$ cat src/rtl/divide_req_sequencer.sv
// divide_req_sequencer: buffers tagged divide requests and serialises them through the go/done divider
module divide_req_sequencer #(
    parameter int DEPTH       = 4,
    parameter int TAG_W       = 4,
    parameter int TIMEOUT_CYC = 255
) (
    input  logic                     reloj,
    input  logic                     reset,
    input  logic                     req_valid,
    output logic                     req_ready,
    input  logic [31:0]              req_dividend,
    input  logic [15:0]              req_divisor,
    input  logic [TAG_W-1:0]         req_tag,
    output logic                     res_valid,
    input  logic                     res_ready,
    output logic [15:0]              res_quotient,
    output logic [TAG_W-1:0]         res_tag,
    output logic                     res_dz,
    output logic                     res_timeout,
    output logic                     dv_go,
    output logic [31:0]              dv_dd,
    output logic [15:0]              dv_dv,
    input  logic                     dv_done,
    input  logic [2:0]               dv_state,
    input  logic [15:0]              dv_quotient,
    output logic                     busy,
    output logic [$clog2(DEPTH):0]   fifo_count
);
    localparam int AW = $clog2(DEPTH);
    localparam int EW = 48 + TAG_W;
    typedef enum logic [2:0] {IDLE, ISSUE, BUSY, CAPTURE, RELEASE} state_t;
    state_t            state_q, state_d;
    logic [EW-1:0]     mem_q [DEPTH];
    logic [EW-1:0]     mem_d [DEPTH];
    logic [EW-1:0]     head;
    logic [AW-1:0]     wr_q, wr_d, rd_q, rd_d;
    logic [AW:0]       count_q, count_d;
    logic [7:0]        cnt_q, cnt_d;
    logic [31:0]       dd_q, dd_d;
    logic [15:0]       dv_q, dv_d;
    logic [TAG_W-1:0]  tag_q, tag_d;
    logic              dz_q, dz_d, go_q, go_d;
    logic              rv_q, rv_d, rdz_q, rdz_d, rto_q, rto_d;
    logic [15:0]       rq_q, rq_d;
    logic [TAG_W-1:0]  rt_q, rt_d;
    logic              push, pop, expired;
    assign req_ready    = count_q != (AW+1)'(DEPTH);
    assign push         = req_valid & req_ready;
    assign pop          = state_q == IDLE && count_q != '0 && !rv_q && dv_done;
    assign expired      = cnt_q == 8'(TIMEOUT_CYC);
    assign head         = mem_q[rd_q];
    assign dv_go        = go_q;
    assign dv_dd        = dd_q;
    assign dv_dv        = dv_q;
    assign busy         = state_q != IDLE;
    assign fifo_count   = count_q;
    assign res_valid    = rv_q;
    assign res_quotient = rq_q;
    assign res_tag      = rt_q;
    assign res_dz       = rdz_q;
    assign res_timeout  = rto_q;
    always_comb begin
        mem_d   = mem_q;
        if (push) mem_d[wr_q] = {req_dividend, req_divisor, req_tag};
        wr_d    = push ? wr_q + 1'b1 : wr_q;
        rd_d    = pop ? rd_q + 1'b1 : rd_q;
        count_d = count_q + (AW+1)'(push) - (AW+1)'(pop);
        state_d = state_q;
        cnt_d   = cnt_q;
        dd_d    = dd_q;
        dv_d    = dv_q;
        tag_d   = tag_q;
        dz_d    = dz_q;
        go_d    = go_q;
        rv_d    = rv_q & ~res_ready;
        rq_d    = rq_q;
        rt_d    = rt_q;
        rdz_d   = rdz_q;
        rto_d   = rto_q;
        case (state_q)
            IDLE: if (pop) begin
                dd_d    = head[EW-1 -: 32];
                dv_d    = head[TAG_W +: 16];
                tag_d   = head[TAG_W-1:0];
                dz_d    = head[TAG_W +: 16] == '0;
                cnt_d   = '0;
                go_d    = 1'b1;
                state_d = ISSUE;
            end
            ISSUE, BUSY: begin
                cnt_d = cnt_q + 8'd1;
                // result slot is known empty here, so loading never overwrites
                if (expired || (state_q == BUSY && dv_state == 3'b111)) begin
                    state_d = CAPTURE;
                    go_d    = 1'b0;
                    rv_d    = 1'b1;
                    rq_d    = (expired || dz_q) ? '0 : dv_quotient;
                    rt_d    = tag_q;
                    rdz_d   = dz_q;
                    rto_d   = expired;
                end else if (state_q == ISSUE && !dv_done) begin
                    state_d = BUSY;
                end
            end
            CAPTURE: state_d = RELEASE;
            RELEASE: state_d = dv_done ? IDLE : RELEASE;
            default: state_d = IDLE;
        endcase
    end
    always_ff @(posedge reloj or negedge reset) begin
        if (!reset) begin
            state_q <= IDLE;
            mem_q   <= '{default: '0};
            wr_q    <= '0;
            rd_q    <= '0;
            count_q <= '0;
            cnt_q   <= '0;
            dd_q    <= '0;
            dv_q    <= '0;
            tag_q   <= '0;
            dz_q    <= 1'b0;
            go_q    <= 1'b0;
            rv_q    <= 1'b0;
            rq_q    <= '0;
            rt_q    <= '0;
            rdz_q   <= 1'b0;
            rto_q   <= 1'b0;
        end else begin
            state_q <= state_d;
            mem_q   <= mem_d;
            wr_q    <= wr_d;
            rd_q    <= rd_d;
            count_q <= count_d;
            cnt_q   <= cnt_d;
            dd_q    <= dd_d;
            dv_q    <= dv_d;
            tag_q   <= tag_d;
            dz_q    <= dz_d;
            go_q    <= go_d;
            rv_q    <= rv_d;
            rq_q    <= rq_d;
            rt_q    <= rt_d;
            rdz_q   <= rdz_d;
            rto_q   <= rto_d;
        end
    end
endmodule
$ cat config.mk
export PLATFORM = sky130hd
export DESIGN_NAME = divide_req_sequencer
export DESIGN_NICKNAME = d
export VERILOG_FILES = /design/src/rtl/divide_req_sequencer.sv
export SDC_FILE = /design/constraint.sdc
export NUM_CORES = 1
export LEC_CHECK = 0
export BUFFER_PORTS_ARGS = -buffer_cell sky130_fd_sc_hd__buf_2
export CORE_MARGIN = 4
export CORE_UTILIZATION = 50
export DETAILED_ROUTE_END_ITERATION = 8
export PLACE_DENSITY_LB_ADDON = 0.2
export SLEW_MARGIN = 20
export SYNTH_ARGS = -nofsm -noshare
export SYNTH_HDL_FRONTEND = slang
export SYNTH_SLANG_ARGS = --single-unit
$ cat constraint.sdc
create_clock -name reloj -period 5.43 [get_ports reloj]
set_clock_uncertainty 0.1 [all_clocks]
set_input_delay 1.3575 -clock reloj [delete_from_list [all_inputs] [get_ports reloj]]
set_output_delay 1.3575 -clock reloj [all_outputs]
set_load 0.02 [all_outputs]
==> flow_summary.json <==
{
  "status": "finished, final reports clean",
  "postRouteAntennaNets": 0,
  "p_comb_share_pct": 35.7,
  "leakage_nw": 6.914,
  "critPathBufInv": 4,
  "start_kind": "input pin",
  "setup_ws_ps": 2003,
  "synth_area_mm2": 0.01286,
  "cp.required_ps": 5710,
  "vias_per_cell": 5.425,
  "crit_type": "input pin to flop",
  "overflow": 0,
  "cts_root_buffer": "clkbuf_16",
  "synth_ff_type": "dfrtp_1",
  "dieArea_mm2": 0.02836,
  "intPower_mw": 6.879,
  "seq_area_mm2": 0.007587,
  "endpoint_kind": "flop",
  "ir_drop_mv": 0.3232,
  "place_inst": 1261,
  "power.switching_mw": 3.065,
  "drive_above_1_share_pct": 55.15,
  "slew_viol_final": 0,
  "synth-edff-count": 0,
  "tightest_slew_ps": 887.4,
  "syn_nets": 896,
  "worstRegToRegCells": 9,
  "synth-async-reset-ratio_pct": 100.0,
  "whs_path_depth": 1,
  "track_usage_pct": 18.33,
  "rows": 58,
  "cts_sinks": 303,
  "yosysSeqAreaShare_pct": 58.94,
  "period_minus_slack_ps": 3427,
  "finalSetupViolations": 0,
  "hold_class": "flop to flop",
  "synth_top_area_cell": "dfrtp_1",
  "grt_pass1_wl_mm": 42.01,
  "drtIter0Drc": 382,
  "path_cells": "buf_2, inv_1, or4_4, clkinv_2, ha_1, inv_1, ha_1, fa_1, xnor2_1, xnor2_1",
  "highest_layer": "met5",
  "die_h_um": 168.4,
  "cts_max_path_buffers": 3,
  "cts_resized": 0,
  "wl_per_cell_um": 19.28,
  "cp.depth": 10,
  "worstPathMaxFanout": 35,
  "clk_pin_slew_ps": 60,
  "antenna_found_initial": 2,
  "syn_to_final_growth_pct": 17.68,
  "drc": 0,
  "pre_cts_slack_ps": 1435,
  "num_vias": 7166,
  "fmax_mhz": 291.8,
  "hold_viol": 0,
  "synthCells": 812,
  "crit_arrival_ps": 3710,
  "h-tree-depth": 2,
  "nets": 1051,
  "post_cts_buffers": 0,
  "cpLargestDelayFamily": "adder cells",
  "yosys_warnings": 0,
  "cts_tree": "built",
  "slowest_stage": "ha_1",
  "slew-limit-headroom_pct": 40.84,
  "grt_pass1_vias": 7645,
  "wl_met1_mm": 11.59,
  "synth.area.top_cells": "dfrtp_1, mux2_2, mux4_2",
  "tns_ps": 0,
  "layout_worst_path_cycle_share_pct": 63.10,
  "pwr-share-seq_pct": 40.9,
  "io_pins": 153,
  "slowest_delay_ps": 540,
  "die_x_um": 168.4,
  "fin_cells": 1321,
  "multi_input_comb_area_mm2": 0.004977,
  "netlist.area_leader.share_pct": 58.94,
  "met3_length_mm": 1.428,
  "cts_made_buffers": 34,
  "cts_hold_buf": 0,
  "syn_area_per_cell_um2": 15.84,
  "rsz0062_at_grt": "false",
  "maxCapViolations": 0,
  "first_pass_iters": 4,
  "gp_congestion": 0.7817,
  "portBuffers": 152,
  "routed_wl_mm": 25.47,
  "design.core.area_mm2": 0.02525,
  "place_hpwl_mm": 15.95,
  "p_sw_share_pct": 30.82,
  "start_util_pct": 50.94,
  "final_cell_mix": "dfrtp_1, mux2_2, buf_2, mux4_2, clkbuf_16",
  "power_density_mw_per_mm2": 656.8,
  "power.share.clock_pct": 23.3,
  "clock_latency_ps": 490,
  "n_fill_cell": 2000,
  "synthDistinctLibCells": 43,
  "wl_met2_mm": 12.05,
  "ys_seq_elements": 303,
  "grt_max_degree": 115,
  "mostFrequentLayoutCell": "dfrtp_1"
}
-- metrics by stage --
stage | hold WS [ps] | power, mW | utilization (%) | cell area [um2]
3_5_place_dp | 387.0 | 7.731 | 55.35 | 13980
2_1_floorplan | 365.1 | 6.719 | - | 12860
3_3_place_gp | 381.8 | 7.610 | 55.35 | 13980
6_report | 397.7 | 9.943 | 59.94 | 15140
4_1_cts | 400.3 | 10.09 | 59.93 | 15140
5_1_grt | 413.5 | 10.58 | 59.93 | 15140
-- worst register-to-register path: cells and delay by family, from the launching register on --
family / cells / cell delay (ps)
AND/OR/NAND/NOR: 2 / 930
buffers and inverters: 2 / 540
adder cells (fa/ha/maj): 3 / 790
XOR/XNOR: 2 / 260
flip-flops: 1 / 510
-- final timing paths --
kind                            start              end  slack (ps)
max in group asynchronous       reset  res_quotient[7]        3430
hold reg to reg             mem_q[34]        mem_q[34]         400
min in group asynchronous       reset        dv_dv[13]         820
setup reg to reg           state_q[2]    fifo_count[2]        2190
setup / recovery              dv_done    fifo_count[2]        2000
hold / removal              mem_q[34]        mem_q[34]         400
-- sequential cells by signal, summed over array words and instances, names as in the netlist, 2 cells and up --
signal / count
wr_q: 2
mem_q: 208
state_q: 3
cnt_q: 8
rd_q: 2
tag_q: 4
fifo_count: 3
dv_dd: 32
res_quotient: 16
res_tag: 4
dv_dv: 16
-- layer usage --
layer	GRT usage, %	vias up
met5	0	-
met4	4.199	2
met3	4.367	33
met2	29.32	154
met1	25.83	3732
li1	-	3245
-- cell usage after synthesis, types with 6 or more instances --
master and count:
nor2_1 11, mux4_2 52, o21ai_0 6, clkbuf_1 29, buf_2 7, ha_1 7, inv_1 24, mux2_2 266
nand3_1 7, buf_4 7, xnor2_1 10, mux2i_1 16, dfrtp_1 303, nand2_1 31
-- logic make-up (layout without fill, tap and decap cells) --
group / count (synthesis) / in the layout / synth area share [%]
flops: 303 / 303 / 58.94
other cells: 0 / 1 / 0
buf+inv: 71 / 249 / 2.470
xor+xnor: 11 / 11 / 0.7489
compound gates: 17 / 17 / 0.8658
fa+ha+maj: 8 / 8 / 0.8365
simple gates: 68 / 68 / 2.500
mux: 334 / 334 / 33.63
-- power groups by stage --
stage	Clock [mW]	Combinational, mW	Sequential, mW
final	2.32	3.55	4.07
after global routing	2.48	3.87	4.23
after detailed placement	0	3.61	4.12
after global placement	0	3.53	4.08
after CTS	2.38	3.62	4.09
after floorplan	0	2.59	4.13
-- area by class of cell --
type / instances / share of cell area [%]
clock inverters: 5 / 0.5124
diodes: 1 / 0.01653
repair buffers: 165 / 5.984
clock buffers: 54 / 7.133
multi-input cells: 438 / 32.88
well taps: 330 / 2.727
inverters: 25 / 0.6281
flip-flops and latches: 303 / 50.12
No activity file was read; power rests on OpenSTA's default activity.
